===== src/rtl/traffic_pkg.sv =====
// -----------------------------------------------------------------------------
// traffic_pkg
// Shared definitions for the intersection sequencer: state codes and the
// one-hot {R,Y,G} lamp encodings used for both the main and side streets.
// -----------------------------------------------------------------------------
package traffic_pkg;

    // Codes are visible on state_out, so they are pinned explicitly.
    // Code 7 has no state; the FSM recovers to MAIN_GREEN from it.
    typedef enum logic [2:0] {
        MAIN_GREEN  = 3'd0,
        MAIN_HOLD   = 3'd1,
        MAIN_YELLOW = 3'd2,
        WALK        = 3'd3,
        SIDE_GREEN  = 3'd4,
        SIDE_EXT    = 3'd5,
        SIDE_YELLOW = 3'd6
    } state_t;

    // Lamp encodings, bit order {R,Y,G}.
    localparam logic [2:0] RED = 3'b100;
    localparam logic [2:0] YEL = 3'b010;
    localparam logic [2:0] GRN = 3'b001;

endpackage


===== src/rtl/traffic_light_fsm_state_timer.sv =====
// -----------------------------------------------------------------------------
// state_timer
// Per-state dwell timer: a prescaler that divides clk down to one-second
// ticks, and a seconds counter advanced by each tick. o_expired flags the
// final clock cycle of a dwell of i_duration seconds.
//
// Ports:
//   clk         in   system clock
//   sys_reset   in   synchronous active-high reset
//   i_clear     in   restart timing (asserted on every state change)
//   i_duration  in   dwell length of the current state, in seconds (>=1)
//   o_expired   out  high on the last cycle of the dwell
// -----------------------------------------------------------------------------
module state_timer #(
    parameter int CLKS_PER_SEC = 2,
    parameter int TIMER_W      = 8
) (
    input  logic               clk,
    input  logic               sys_reset,
    input  logic               i_clear,
    input  logic [TIMER_W-1:0] i_duration,
    output logic               o_expired
);

    localparam int PS_W = (CLKS_PER_SEC > 1) ? $clog2(CLKS_PER_SEC) : 1;
    localparam logic [PS_W-1:0] PS_LAST = PS_W'(CLKS_PER_SEC - 1);

    logic [PS_W-1:0]    r_prescaler;
    logic [TIMER_W-1:0] r_seconds;
    logic               w_tick;

    // With CLKS_PER_SEC=1 the prescaler sits at 0 == PS_LAST, so every
    // cycle is a tick and durations count in cycles.
    assign w_tick    = (r_prescaler == PS_LAST);
    assign o_expired = w_tick && (r_seconds == i_duration - 1'b1);

    // NOTE: sequential state uses non-blocking assignments so every register
    // samples pre-edge values, independent of statement order.
    always_ff @(posedge clk) begin
        if (sys_reset || i_clear) begin
            r_prescaler <= '0;
            r_seconds   <= '0;
        end else if (w_tick) begin
            r_prescaler <= '0;
            r_seconds   <= r_seconds + 1'b1;
        end else begin
            r_prescaler <= r_prescaler + 1'b1;
        end
    end

endmodule


===== src/rtl/traffic_light_fsm.sv =====
// -----------------------------------------------------------------------------
// traffic_light_fsm
// Master sequencer for the intersection. Steps through the main/side/walk
// phases using a per-state seconds timer, the side-street car sensor and the
// latched pedestrian request, and clears the walk register while walking.
//
// Ports:
//   clk                  in   system clock, rising edge
//   sys_reset            in   synchronous active-high reset
//   sensor_in            in   side-street car present
//   walkRegister_status  in   latched pedestrian request
//   walkRegister_reset   out  clears the walk register, high in every WALK cycle
//   main_lights          out  main-street lamp {R,Y,G}, one-hot
//   side_lights          out  side-street lamp {R,Y,G}, one-hot
//   walk_light           out  pedestrian walk lamp
//   state_out            out  current state code (debug)
// -----------------------------------------------------------------------------
module traffic_light_fsm
    import traffic_pkg::*;
#(
    parameter int CLKS_PER_SEC = 2,
    parameter int T_BASE       = 6,
    parameter int T_EXT        = 3,
    parameter int T_YEL        = 2,
    parameter int TIMER_W      = 8
) (
    input  logic       clk,
    input  logic       sys_reset,
    input  logic       sensor_in,
    input  logic       walkRegister_status,
    output logic       walkRegister_reset,
    output logic [2:0] main_lights,
    output logic [2:0] side_lights,
    output logic       walk_light,
    output logic [2:0] state_out
);

    localparam logic [TIMER_W-1:0] D_BASE = TIMER_W'(T_BASE);
    localparam logic [TIMER_W-1:0] D_EXT  = TIMER_W'(T_EXT);
    localparam logic [TIMER_W-1:0] D_YEL  = TIMER_W'(T_YEL);

    state_t             r_state;
    state_t             w_next_state;
    logic [TIMER_W-1:0] w_duration;
    logic               w_expired;
    logic               w_clear;

    // Any state change restarts the timer so the new state gets its full dwell.
    assign w_clear = (w_next_state != r_state);

    state_timer #(
        .CLKS_PER_SEC (CLKS_PER_SEC),
        .TIMER_W      (TIMER_W)
    ) u_timer (
        .clk        (clk),
        .sys_reset  (sys_reset),
        .i_clear    (w_clear),
        .i_duration (w_duration),
        .o_expired  (w_expired)
    );

    // State register
    always_ff @(posedge clk) begin
        if (sys_reset) r_state <= MAIN_GREEN;
        else           r_state <= w_next_state;
    end

    // Next-state and dwell selection. Inputs only matter on the expiry cycle.
    // NOTE: every combinational output gets a default first so no path through
    // the case can leave it unassigned and infer a latch.
    always_comb begin
        w_next_state = r_state;
        w_duration   = D_BASE;
        case (r_state)
            MAIN_GREEN: begin
                w_duration = D_BASE;
                if (w_expired) w_next_state = sensor_in ? MAIN_YELLOW : MAIN_HOLD;
            end
            MAIN_HOLD: begin
                w_duration = D_BASE;
                if (w_expired) w_next_state = MAIN_YELLOW;
            end
            MAIN_YELLOW: begin
                w_duration = D_YEL;
                if (w_expired) w_next_state = walkRegister_status ? WALK : SIDE_GREEN;
            end
            WALK: begin
                w_duration = D_EXT;
                if (w_expired) w_next_state = SIDE_GREEN;
            end
            SIDE_GREEN: begin
                w_duration = D_BASE;
                if (w_expired) w_next_state = sensor_in ? SIDE_EXT : SIDE_YELLOW;
            end
            SIDE_EXT: begin
                w_duration = D_EXT;
                if (w_expired) w_next_state = SIDE_YELLOW;
            end
            SIDE_YELLOW: begin
                w_duration = D_YEL;
                if (w_expired) w_next_state = MAIN_GREEN;
            end
            // Unused code 7: leave on the next edge regardless of the timer.
            default: w_next_state = MAIN_GREEN;
        endcase
    end

    // Moore output decode from the state register only.
    always_comb begin
        main_lights        = RED;
        side_lights        = RED;
        walk_light         = 1'b0;
        walkRegister_reset = 1'b0;
        case (r_state)
            MAIN_GREEN, MAIN_HOLD: main_lights = GRN;
            MAIN_YELLOW:           main_lights = YEL;
            WALK: begin
                walk_light         = 1'b1;
                walkRegister_reset = 1'b1;
            end
            SIDE_GREEN, SIDE_EXT:  side_lights = GRN;
            SIDE_YELLOW:           side_lights = YEL;
            default: ;
        endcase
    end

    assign state_out = r_state;

endmodule


===== config.mk =====
export PLATFORM = sky130hd
export DESIGN_NAME = traffic_light_fsm
export DESIGN_NICKNAME = d
export VERILOG_FILES = /design/src/rtl/traffic_pkg.sv /design/src/rtl/traffic_light_fsm_state_timer.sv /design/src/rtl/traffic_light_fsm.sv
export SDC_FILE = /design/constraint.sdc
export NUM_CORES = 1
export LEC_CHECK = 0
export ABC_AREA = 0
export ABC_CLOCK_PERIOD_IN_PS = 6100
export BUFFER_PORTS_ARGS = -buffer_cell sky130_fd_sc_hd__buf_2
export CORE_MARGIN = 1.5
export CORE_UTILIZATION = 58
export DETAILED_ROUTE_END_ITERATION = 10
export PLACE_DENSITY = 0.86
export SYNTH_ARGS = -nofsm -noshare
export SYNTH_HDL_FRONTEND = slang
export SYNTH_HIERARCHICAL = 1
export SYNTH_SLANG_ARGS = --single-unit

===== constraint.sdc =====
create_clock -name clk -period 6.1 [get_ports clk]
set_clock_uncertainty 0.1 [all_clocks]
set_input_delay 1.22 -clock clk [delete_from_list [all_inputs] [get_ports clk]]
set_output_delay 1.22 -clock clk [all_outputs]
set_load 0.02 [all_outputs]

* After elaboration in Yosys (flattened, before gate mapping) *
Index checks and enable logic that the tools add are counted.

word-level totals
  output and inout port bits = 11
  register bits after elaboration = 12
  input port bits = 4
  logic and storage cells = 37

operators by class
  mux-type cells = 15
  equal/unequal tests = 8
  add/subtract/negate cells = 3
  reductions and logical operators = 8

operator list
  kind                                                                 count
  3-bit 2-to-1 mux                                                     8
  3-bit one-hot mux with 7 select lines                                1
  3-bit one-hot mux with 2 select lines                                3
  2-bit OR reduction                                                   5
  3-bit == test (second input constant)                                3
  8-bit by 1-bit adder with 8-bit output (second input constant)       1
  8-bit == test                                                        1
  3-bit by 2-bit == test with 1-bit output (second input constant)     2
  2-bit 2-to-1 mux                                                     2
  3-bit by 1-bit subtractor with 4-bit output (second input constant)  1
  3-bit by 1-bit == test with 1-bit output (second input constant)     1
  3-bit logical NOT                                                    1
  3-bit inequality test                                                1
  1-bit adder (second input constant)                                  1
  1-bit logical AND                                                    1
  1-bit logical OR                                                     1
  1-bit 2-to-1 mux                                                     1

* Logic depth before layout (Yosys ltp) *
Gate-level depths: netlist of the first run.

  depth in word-level cells = 11
  mapped depth = 14
  mapped depth without buffers = 13

* Modules after synthesis *
Netlist of the first run, hierarchy kept.

modules (own cells, without submodules)
  module             seq. area each (um2)  instances  area each (um2)  cells an instance
  state_timer        180.2                 1          623.1            77
  traffic_light_fsm  60.1                  1          274.0            38

* Worst setup path after synthesis of the first run *
Ideal clock, no wire load.

  path type = register to register
  start point = register r_state[2], in the netlist state_out[2]
  end point = register u_timer.r_seconds[0]
  arrival = 3.010 ns
  path buffers = 2
  slack = 2.864 ns
  data required time = 5.874 ns
  period minus slack after synthesis = 3.236 ns
  library setup time = 0.126 ns
  cell stages (with the launch flop) = 12
  cells stage by stage = dfxtp_1 clkbuf_1 nand2_1 xnor2_1 or2b_1 a31oi_1 a21oi_1 nor4_1 a31o_2 or2_2 clkbuf_1 nor2_1

between the ends
  longest elaborated chain between the ends = 10
  elaborated cells on any way between the ends = 23
  those cells by class = add/sub (1); eq/ne (8); mux (9); reduce/logical (5)

RTL lines
  what                                                                              RTL line                             RTL
  start, declared                                                                   traffic_light_fsm.sv:42              state_t r_state;
  start signal, assigned                                                            traffic_light_fsm.sv:65              else r_state <= w_next_state;
  3-bit == test / 3-bit by 2-bit == test with 1-bit output (equally long branches)  traffic_light_fsm.sv:74              case (r_state)
  2-bit OR reduction (no source line)                                               --
  3-bit one-hot mux with 2 select lines *                                           traffic_light_fsm.sv:74
  named net w_duration[2]                                                           traffic_light_fsm.sv:44              logic [TIMER_W-1:0] w_duration;
  3-bit by 1-bit subtractor with 4-bit output *                                     traffic_light_fsm_state_timer.sv:35  assign o_expired = w_tick && (r_seconds == i_duration - 1'b1);
  8-bit == test *                                                                   traffic_light_fsm_state_timer.sv:35
  1-bit logical AND *                                                               traffic_light_fsm_state_timer.sv:35
  named net w_expired                                                               traffic_light_fsm.sv:45              logic w_expired;
  3-bit 2-to-1 mux, or another cell as far along                                    traffic_light_fsm.sv:101             if (w_expired) w_next_state = MAIN_GREEN;
  3-bit one-hot mux with 7 select lines *                                           traffic_light_fsm.sv:74
  3-bit inequality test *                                                           traffic_light_fsm.sv:49              assign w_clear = (w_next_state != r_state);
  named net w_clear                                                                 traffic_light_fsm.sv:46              logic w_clear;
  1-bit logical OR *                                                                traffic_light_fsm_state_timer.sv:40  if (sys_reset || i_clear) begin
  end signal, assigned                                                              traffic_light_fsm_state_timer.sv:45  r_seconds <= r_seconds + 1'b1;
  end, declared                                                                     traffic_light_fsm_state_timer.sv:29  logic [TIMER_W-1:0] r_seconds;

The timed path passes the listed nets; every way through them passes the cells marked *.
A chain may end at the register's enable or synchronous reset.

* Worst setup path in the final report of the first run *
  start point = register r_state[2], in the netlist state_out[2]
  end point = register r_state[1], in the netlist state_out[1]

between the ends
  longest elaborated chain between the ends = 8
  elaborated cells on any way between the ends = 21
  those cells by class = add/sub (1); eq/ne (7); mux (9); reduce/logical (4)

RTL lines
  what                                                                              RTL line
  3-bit == test / 3-bit by 2-bit == test with 1-bit output (equally long branches)  traffic_light_fsm.sv:74
  2-bit OR reduction (no source line)                                               --
  3-bit one-hot mux with 2 select lines *                                           traffic_light_fsm.sv:74
  named net w_duration[0]                                                           traffic_light_fsm.sv:44
  3-bit by 1-bit subtractor with 4-bit output *                                     traffic_light_fsm_state_timer.sv:35
  8-bit == test *                                                                   traffic_light_fsm_state_timer.sv:35
  1-bit logical AND *                                                               traffic_light_fsm_state_timer.sv:35
  named net w_expired                                                               traffic_light_fsm.sv:45
  3-bit 2-to-1 mux, or another cell as far along                                    traffic_light_fsm.sv:101
  3-bit one-hot mux with 7 select lines *                                           traffic_light_fsm.sv:74

Marked as above.

==> results of run 1 <==
==> cell type report <==
| cell class | count | area share |
|---|---|---|
| clock buffers | 4 | 0.0346 |
| inverters | 3 | 0.0107 |
| multi-input cells | 108 | 0.640 |
| flip-flops and latches | 12 | 0.229 |
| well taps | 16 | 0.0191 |
| repair buffers | 14 | 0.0667 |
==> flip-flops by register name, summed over array words and instances, names as in the netlist <==
signal / flops
u_timer/r_seconds: 8
state_out: 3
u_timer/r_prescaler: 1
==> final timing paths <==
path                                to  slack [ns]
setup / recovery          state_out[1]        2.61
hold / removal    u_timer/r_seconds[5]        0.42
setup reg to reg          state_out[1]        2.61
hold reg to reg   u_timer/r_seconds[5]        0.42
==> layer usage <==
| layer | global-route usage | share of wire |
|---|---|---|
| met5 | 0 | 0 |
| met4 | 0.113 | 0 |
| met1 | 0.278 | 0.43 |
| met2 | 0.385 | 0.53 |
| met3 | 0.0259 | 0.034 |
==> power by group <==
part / total, mW / switching [mW] / internal [mW]
Clock: 0.0607 / 0.0245 / 0.0362
Combinational: 0.0186 / 0.0101 / 0.00850
Sequential: 0.0832 / 0.00310 / 0.0801
==> cells in the final DEF (no fill, tap or decap), types with 2 or more instances in the layout <==
cell type  synthesis  layout
nor3b_1            2       2
nand2b_1           3       3
nor4_1             3       3
conb_1             2      17
ha_1               2       2
o21a_1             3       3
a21oi_1            7       7
dfxtp_1           12      12
xor2_1             6       6
o21ai_0            5       5
clkbuf_4           0       3
nor2b_1            3       3
nor3_1             3       3
buf_2              0      14
nand4_1            4       4
nand2_1            9       9
inv_1              3       3
or3_1              2       2
nor2_1            13      13
xnor2_1            9       9
==> critical path, cell delays in order, from the launching register on <==
cell      delay (ns)
dfxtp_1         0.63
and2b_2         0.23
o21a_1          0.25
inv_1           0.07
ha_1            0.32
xnor2_1         0.13
nor2_1          0.09
nand4_1         0.09
nor4_1          0.93
o311ai_0        0.37
a21oi_1         0.20
==> cell families after synthesis <==
group,share of synthesized area
simple gates,0.301
compound gates,0.173
xor+xnor,0.165
flops,0.268
buf+inv,0.0460
fa+ha+maj,0.0279
other cells,0.00837
mux,0.0112
==> stage by stage <==
step	instance area, µm²	worst slack (ns)	util
after floorplan	953	2.86	-
final	1050	2.61	0.713
after detailed placement	1010	2.75	0.689
after CTS	1050	2.72	0.713
after global placement	1010	2.89	0.689
after global routing	1050	2.44	0.713
==> flow_summary.ini, run 1 <==
[critical_path]
cp.arrival_ns = 3.59
required_ns = 6.20
path_max_fanout = 18
cp-end-kind = register
cp-start-kind = register
path_class = reg -> reg
timing.rr.start = state_out[2]
r2r.worst_path.cells = 10
startpoint = state_out[2]

[die]
num_rows = 14
ios = 15
initial_core_util = 0.610
core-area_mm2 = 0.00147
die_h_um = 42.3
die_area_mm2 = 0.00179
die_w_um = 42.3

[logic_synthesis]
synth_top_area_cell = dfxtp_1
mappedNetlistArea_um2 = 897
synth_area_leaders = dfxtp_1 (27%), xnor2_1 (8.8%), xor2_1 (5.9%), nor2_1 (5.4%), a21oi_1 (3.9%)
synthCells = 115
synthFlopType = dfxtp_1
syn_avg_cell_area_um2 = 7.80
synth_cell_type_count = 37
synthArstFlopShare = 0
netlist_top_cells_count = nor2_1 (13), dfxtp_1 (12), nand2_1 (9), xnor2_1 (9), a21oi_1 (7)
yosysSeqAreaShare = 0.268
ys_ff_latch = 12
synth.top_cell.area_share = 0.268
yosysMostFrequentCell = nor2_1
synth_edf_count = 0
yosysWarnings = 6

[timing]
holdWs_ns = 0.424
drv_slew = 0
rsz0062_at_grt = false
hold_violations = 0
setup_tns_ns = 0
setup_viol = 0
min_period_over_period = 0.572
relSlewSlack = 0.284
fmax_mhz = 287
tightest_slew_ns = 1.06
period_minus_slack_ns = 3.49

[layout]
antenna_cells = 0
fin_nets = 148
areaGrowthSynthToFinish_pct = 17.0
multiInputGateArea_um2 = 672
seq_area_um2 = 240
drive_gt1_frac = 0.184
fillers = 125
fin_cells = 157

[clock_tree]
cts-root-buf = clkbuf_4
cts_tree = done
insertion_delay_ns = 0.26
numCtsBuffers = 3
cts-resized-gates = 0
h-tree-depth = 1
clockBufferDepth = 2
clkTransAtPathRegs_ns = 0.07
cts_setup_buffers = 0
clock_sinks = 12
cts_hold_buffers = 0

[grt]
grt_pass1_wl_um = 3130
grt_overflow = 0
antenna_found_initial = 0
first_global_vias = 794
grt_max_degree = 19
track_usage = 0.225

[status]
status = finished clean

[power_and_ir_drop]
total_power_uw = 163
p_leak_nw = 0.437
ir_worst_vdd_v = 0.000161
power_density_mw_per_mm2 = 155

[detailed_routing]
remaining_drc_errors = 0
routed_wl_um = 1850
ant_nets = 0
drt_iter0_markers = 19
wl_per_cell_um = 11.8
via_per_inst = 5.43
vias = 853
drt_pass1_iterations = 4

[flow_run]
maxCapViolations = 0

[hold_path]
whs_path_depth = 2
hold_start = u_timer/r_seconds[5]
min_path_type = reg -> reg

[placement]
dp_cells = 153
dpl.hpwl_um = 1420
portBuffers = 14
routabilityCongestion = 0.713
Power figures use the tool's default switching activity.
==> run 2: changes to the inputs <==
--- a/config.mk
+++ b/config.mk
@@ -5,13 +5,14 @@
 export SDC_FILE = /design/constraint.sdc
 export NUM_CORES = 1
 export LEC_CHECK = 0
-export ABC_AREA = 0
-export ABC_CLOCK_PERIOD_IN_PS = 6100
+export ABC_AREA = 1
+export ABC_CLOCK_PERIOD_IN_PS = 3300
 export BUFFER_PORTS_ARGS = -buffer_cell sky130_fd_sc_hd__buf_2
+export CORE_ASPECT_RATIO = 1.2
 export CORE_MARGIN = 1.5
-export CORE_UTILIZATION = 58
+export CORE_UTILIZATION = 57
 export DETAILED_ROUTE_END_ITERATION = 10
-export PLACE_DENSITY = 0.86
+export PLACE_DENSITY = 0.83
 export SYNTH_ARGS = -nofsm -noshare
 export SYNTH_HDL_FRONTEND = slang
 export SYNTH_HIERARCHICAL = 1
==> constraint.sdc (replaced) <==
create_clock -name clk -period 3.3 [get_ports clk]
set_clock_uncertainty 0.1 [all_clocks]
set_input_delay 0.66 -clock clk [delete_from_list [all_inputs] [get_ports clk]]
set_output_delay 0.66 -clock clk [all_outputs]
set_load 0.02 [all_outputs]
==> flow_summary.ini, run 2 <==
[detailed_routing]
ant_nets = 0
drt_pass1_iterations = 4
topRoutingLayerUsed = met4
wl_per_cell_um = 10.5
remaining_drc_errors = 0
routed_wl_um = 2730
wl_met1_um = 1170
dr_wl_met2_um = 1400
vias = 1297
via_per_inst = 5.01
drt_iter0_markers = 27
dr_wl_met3_um = 90

[critical_path]
path_max_fanout = 8
cp.arrival_ns = 3.07
required_ns = 3.40
cp-start-kind = register
cp-end-kind = register
path_class = reg -> reg

[grt]
grt_max_degree = 9
grt_pass1_wl_um = 4470
grt_overflow = 0
first_global_vias = 1145
track_usage = 0.257
antenna_found_initial = 0

[clock_tree]
h-tree-depth = 1
cts_hold_buffers = 0
clockBufferDepth = 2
clkTransAtPathRegs_ns = 0.07
numCtsBuffers = 3
insertion_delay_ns = 0.27
cts-root-buf = clkbuf_4
clock_sinks = 12
cts_tree = done

[timing]
period_minus_slack_ns = 2.97
setup_viol = 0
setup_tns_ns = 0
holdWs_ns = 0.445
drv_slew = 0
hold_violations = 0
fmax_mhz = 337
min_period_over_period = 0.900

[die]
core-area_mm2 = 0.00187
initial_core_util = 0.620
ios = 15
die_w_um = 44.2
die_area_mm2 = 0.00232
num_rows = 17
die_h_um = 52.4

[power_and_ir_drop]
p_seq_frac = 0.455
intPower_uw = 250
p_leak_nw = 0.747
pwr-share-comb = 0.222
power_density_mw_per_mm2 = 256
ir_worst_vdd_v = 0.000358
total_power_uw = 362
pwr-share-clk = 0.322
p_sw_uw = 112
swShare = 0.310

[placement]
portBuffers = 14
placed_cell_area_mm2 = 0.00133
dpl.hpwl_um = 2170
routabilityCongestion = 0.990
dp_cells = 253

[layout]
fin_cells = 259
largest_reg_flops = 8
areaGrowthSynthToFinish_pct = 22.1
final_cell_mix = nand2_1 (65), nor2_1 (25), inv_1 (25)
fillers = 160
top_register = u_timer/r_seconds
drive_gt1_frac = 0.250
antenna_cells = 0
final_area_mm2 = 0.00142
fin_nets = 247
layout_commonest_cell = nand2_1

[logic_synthesis]
synth_top_area_cell = nand2_1
synth_cell_type_count = 27
mappedNetlistArea_mm2 = 0.00116
syn_avg_cell_area_um2 = 5.74
netlist_top_cells_count = nand2_1 (66), inv_1 (27), nor2_1 (27), nand3_1 (13), dfxtp_1 (12)
synth_edf_count = 0
synthCells = 202
yosysMostFrequentCell = nand2_1
synth_area_leaders = nand2_1 (21%), dfxtp_1 (21%), inv_1 (8.7%), nor2_1 (8.7%), nand3_1 (5.6%)
yosysWarnings = 6
synth.top_cell.area_share = 0.214
ys_ff_latch = 12
synthFlopType = dfxtp_1
yosysSeqAreaShare = 0.207
synthArstFlopShare = 0

[flow_run]
maxCapViolations = 0

[status]
status = finished clean

[hold_path]
min_path_type = reg -> reg
## run 2: worst paths after layout
path | startpoint | endpoint | slack, ns | cells past startpoint
worst max-delay path | state_out[1] | u_timer/r_seconds[4] | 0.33 | 24
worst min-delay path | u_timer/r_seconds[3] | u_timer/r_seconds[3] | 0.44 | 2
worst max register to register | state_out[1] | u_timer/r_seconds[4] | 0.33 | 24
worst min register to register | u_timer/r_seconds[3] | u_timer/r_seconds[3] | 0.44 | 2
## run 2: layout make-up
| type | count | area, µm² | area share |
|---|---|---|---|
| tap | 19 | 23.8 | 0.0168 |
| inverter | 31 | 119 | 0.0839 |
| sequential | 12 | 243 | 0.171 |
| multi-input combinational | 170 | 857 | 0.605 |
| timing repair buffer | 23 | 138 | 0.0972 |
| clock buffer | 4 | 36.3 | 0.0256 |
## run 2: repair_timing
action / in CTS / in global routing
gates resized for setup: 0 / 11
hold endpoints to repair: 0 / 0
endpoints found under the setup margin: 0 / 9
setup buffers: 0 / 2
## run 2: cell families after synthesis
| family | share of synthesized area |
|---|---|
| AND/OR/NAND/NOR | 0.549 |
| adder cells (fa/ha/maj) | 0.0216 |
| XOR/XNOR | 0.0227 |
| AO/OA/AOI/OAI | 0.0550 |
| flip-flops | 0.207 |
| buffers and inverters | 0.138 |
| other | 0.00647 |
## run 2: per-stage QoR
stage / utilization / setup slack (ns)
floorplan: - / 0.145
finish: 0.757 / 0.328
detailed placement: 0.708 / 0.0721
CTS: 0.727 / 0.0505
global placement: 0.708 / 0.168
global route: 0.757 / -0.00163
## run 2: power groups by stage
stage,clock (mW),combinational (mW),sequential [mW]
floorplan,0,0.0622,0.162
global placement,0,0.0713,0.167
detailed placement,0,0.0733,0.168
CTS,0.119,0.0735,0.164
global route,0.127,0.0914,0.166
finish,0.117,0.0805,0.165
## run 2: layer usage
| layer | global-route usage | up-vias |
|---|---|---|
| met2 | 0.475 | 28 |
| met1 | 0.282 | 581 |
| li1 | - | 680 |
| met5 | 0 | - |
| met3 | 0.0241 | 8 |
| met4 | 0.131 | 0 |
## run 2: worst max-delay path, cell delays in order, from the launching register on
cell     delay [ns]
dfxtp_1        0.32
buf_4          0.16
inv_2          0.07
buf_4          0.15
nor2_2         0.06
nor2_1         0.24
inv_1          0.12
nand2_1        0.08
nand3_1        0.06
nand2_1        0.07
nand2_1        0.05
nor2_1         0.09
nand3_1        0.08
nor2_2         0.14
buf_4          0.16
nand2_1        0.07
nand2_1        0.07
nor2_1         0.04
nor2_2         0.12
nand3_1        0.11
nand2_1        0.08
nand3_2        0.08
nor2_4         0.12
inv_2          0.07
nor3_1         0.18
==> run 3: changes to the inputs <==
--- a/config.mk
+++ b/config.mk
@@ -5,14 +5,15 @@
 export SDC_FILE = /design/constraint.sdc
 export NUM_CORES = 1
 export LEC_CHECK = 0
-export ABC_AREA = 1
+export ABC_AREA = 0
 export ABC_CLOCK_PERIOD_IN_PS = 3300
 export BUFFER_PORTS_ARGS = -buffer_cell sky130_fd_sc_hd__buf_2
 export CORE_ASPECT_RATIO = 1.2
 export CORE_MARGIN = 1.5
-export CORE_UTILIZATION = 57
+export CORE_UTILIZATION = 54
 export DETAILED_ROUTE_END_ITERATION = 10
-export PLACE_DENSITY = 0.83
+export GPL_TIMING_DRIVEN = 0
+export PLACE_DENSITY = 0.81
 export SYNTH_ARGS = -nofsm -noshare
 export SYNTH_HDL_FRONTEND = slang
 export SYNTH_HIERARCHICAL = 1
==> flow_summary.ini, run 3 (synthesis gave the netlist of run 1 again) <==
[placement]
dp_cells = 161
pre_cts_slack_ns = -0.324
dpl.hpwl_um = 1450
routabilityCongestion = 0.675
portBuffers = 14

[critical_path]
cp-start-kind = register
path_max_fanout = 9
cp.arrival_ns = 3.08
cp-end-kind = register
path_class = reg -> reg
required_ns = 3.34
timing.rr.start = state_out[1]
rrSetupSlack_ns = 0.27
timing.rr.end = u_timer/r_seconds[0]
r2r.worst_path.cells = 13

[power_and_ir_drop]
p_seq_frac = 0.497
pwr-share-clk = 0.378
ir_worst_vdd_v = 0.000221
intPower_uw = 231
power_density_mw_per_mm2 = 274
p_sw_uw = 73.8
pwr-share-comb = 0.125
swShare = 0.242
p_leak_nw = 0.465

[hold_path]
whs_endpoint = u_timer/r_seconds[7]
min_path_type = reg -> reg
hold_start = u_timer/r_seconds[7]
whs_path_depth = 2

[layout]
fin_nets = 156
final_cell_mix = conb_1 (17), buf_2 (14), nor2_1 (13)
fillers = 117
areaGrowthSynthToFinish_pct = 24.0
drive_gt1_frac = 0.208
fin_cells = 166
layout_commonest_cell = conb_1
antenna_cells = 0
seq_area_um2 = 240
largest_reg_flops = 8
multiInputGateArea_um2 = 694
top_register = u_timer/r_seconds

[die]
die_area_mm2 = 0.00192
core-area_mm2 = 0.00150
num_rows = 15
initial_core_util = 0.597
die_w_um = 40.2
ios = 15
die_h_um = 47.7

[clock_tree]
cts-root-buf = clkbuf_4
cts_tree = done
insertion_delay_ns = 0.27
clockBufferDepth = 2
clock_sinks = 12
numCtsBuffers = 3
h-tree-depth = 1
clkTransAtPathRegs_ns = 0.07
cts_hold_buffers = 0

[timing]
period_minus_slack_ns = 3.03
min_period_over_period = 0.920
drv_slew = 0
setup_tns_ns = 0
setup_viol = 0
hold_violations = 0
fmax_mhz = 330
worst_slack_ns = 0.266
rsz0062_at_grt = false
holdWs_ns = 0.432

[detailed_routing]
drt_iter0_markers = 13
via_per_inst = 5.22
remaining_drc_errors = 0
vias = 866
routed_wl_um = 1860
ant_nets = 0
wl_per_cell_um = 11.2
drt_pass1_iterations = 4

[flow_run]
maxCapViolations = 0

[grt]
first_global_vias = 755
grt_pass1_wl_um = 2880
grt_max_degree = 11
track_usage = 0.223
antenna_found_initial = 0
grt_overflow = 0

[status]
status = finished clean
[run 3: layout make-up]
class                      count  area share
inverter                       3      0.0101
buffer                         7      0.0281
clock buffer                   4      0.0326
timing repair buffer          15      0.0697
sequential                    12       0.216
tap                           17      0.0191
multi-input combinational    108       0.624
[run 3: how the worst max path moves through the flow]
stage / slack [ns] / endpoint / cells past startpoint / start
6_report: 0.27 / u_timer/r_seconds[0] / 13 / state_out[1]
3_3_place_gp: -0.31 / u_timer/r_seconds[3] / 11 / state_out[2]
2_1_floorplan: 0.06 / u_timer/r_seconds[0] / 11 / state_out[2]
5_1_grt: 0.04 / u_timer/r_seconds[7] / 12 / state_out[0]
3_5_place_dp: -0.32 / u_timer/r_seconds[0] / 11 / state_out[2]
4_1_cts: 0.03 / u_timer/r_seconds[0] / 11 / state_out[2]
[run 3: layer usage]
layer  global-route usage  vias to the layer above  wire, µm
met4                0.133                        0        23
met1                0.226                      398       818
met3               0.0419                        4        52
met5                    0                        -         0
met2                0.413                       13       961
li1                     -                      451         -
[run 3: power by group through the flow]
| stage | clock (mW) | combinational (mW) | sequential (mW) |
|---|---|---|---|
| floorplan | 0 | 0.0288 | 0.154 |
| global placement | 0 | 0.0336 | 0.155 |
| detailed placement | 0 | 0.0355 | 0.155 |
| CTS | 0.118 | 0.0371 | 0.151 |
| global route | 0.126 | 0.0427 | 0.152 |
| finish | 0.115 | 0.0382 | 0.151 |
[run 3: what timing repair did]
item                                   in CTS  in global routing
endpoints found under the hold margin       0                  0
pin swaps                                   0                  1
buffers inserted                            0                  1
gates resized for setup                     2                  3
setup endpoints to repair                  12                 10
[run 3: worst max-delay path, cell delays in order, from the launching register on]
cell and delay (ns):
dfxtp_1 0.49, inv_1 0.20, nor2_1 0.13, o21a_1 0.23, inv_1 0.08, ha_1 0.32, xnor2_1 0.13, nor2_1 0.09
nand4_1 0.16, nor4_4 0.31, a31o_2 0.14, or2_2 0.09, clkbuf_1 0.32, nor2_1 0.11
[run 3: metrics by stage]
| step | util | power [mW] | cell area [µm²] |
|---|---|---|---|
| after floorplan | - | 0.183 | 953 |
| after global placement | 0.696 | 0.188 | 1040 |
| after detailed placement | 0.696 | 0.190 | 1040 |
| after CTS | 0.730 | 0.307 | 1100 |
| after global routing | 0.741 | 0.321 | 1110 |
| final | 0.741 | 0.305 | 1110 |
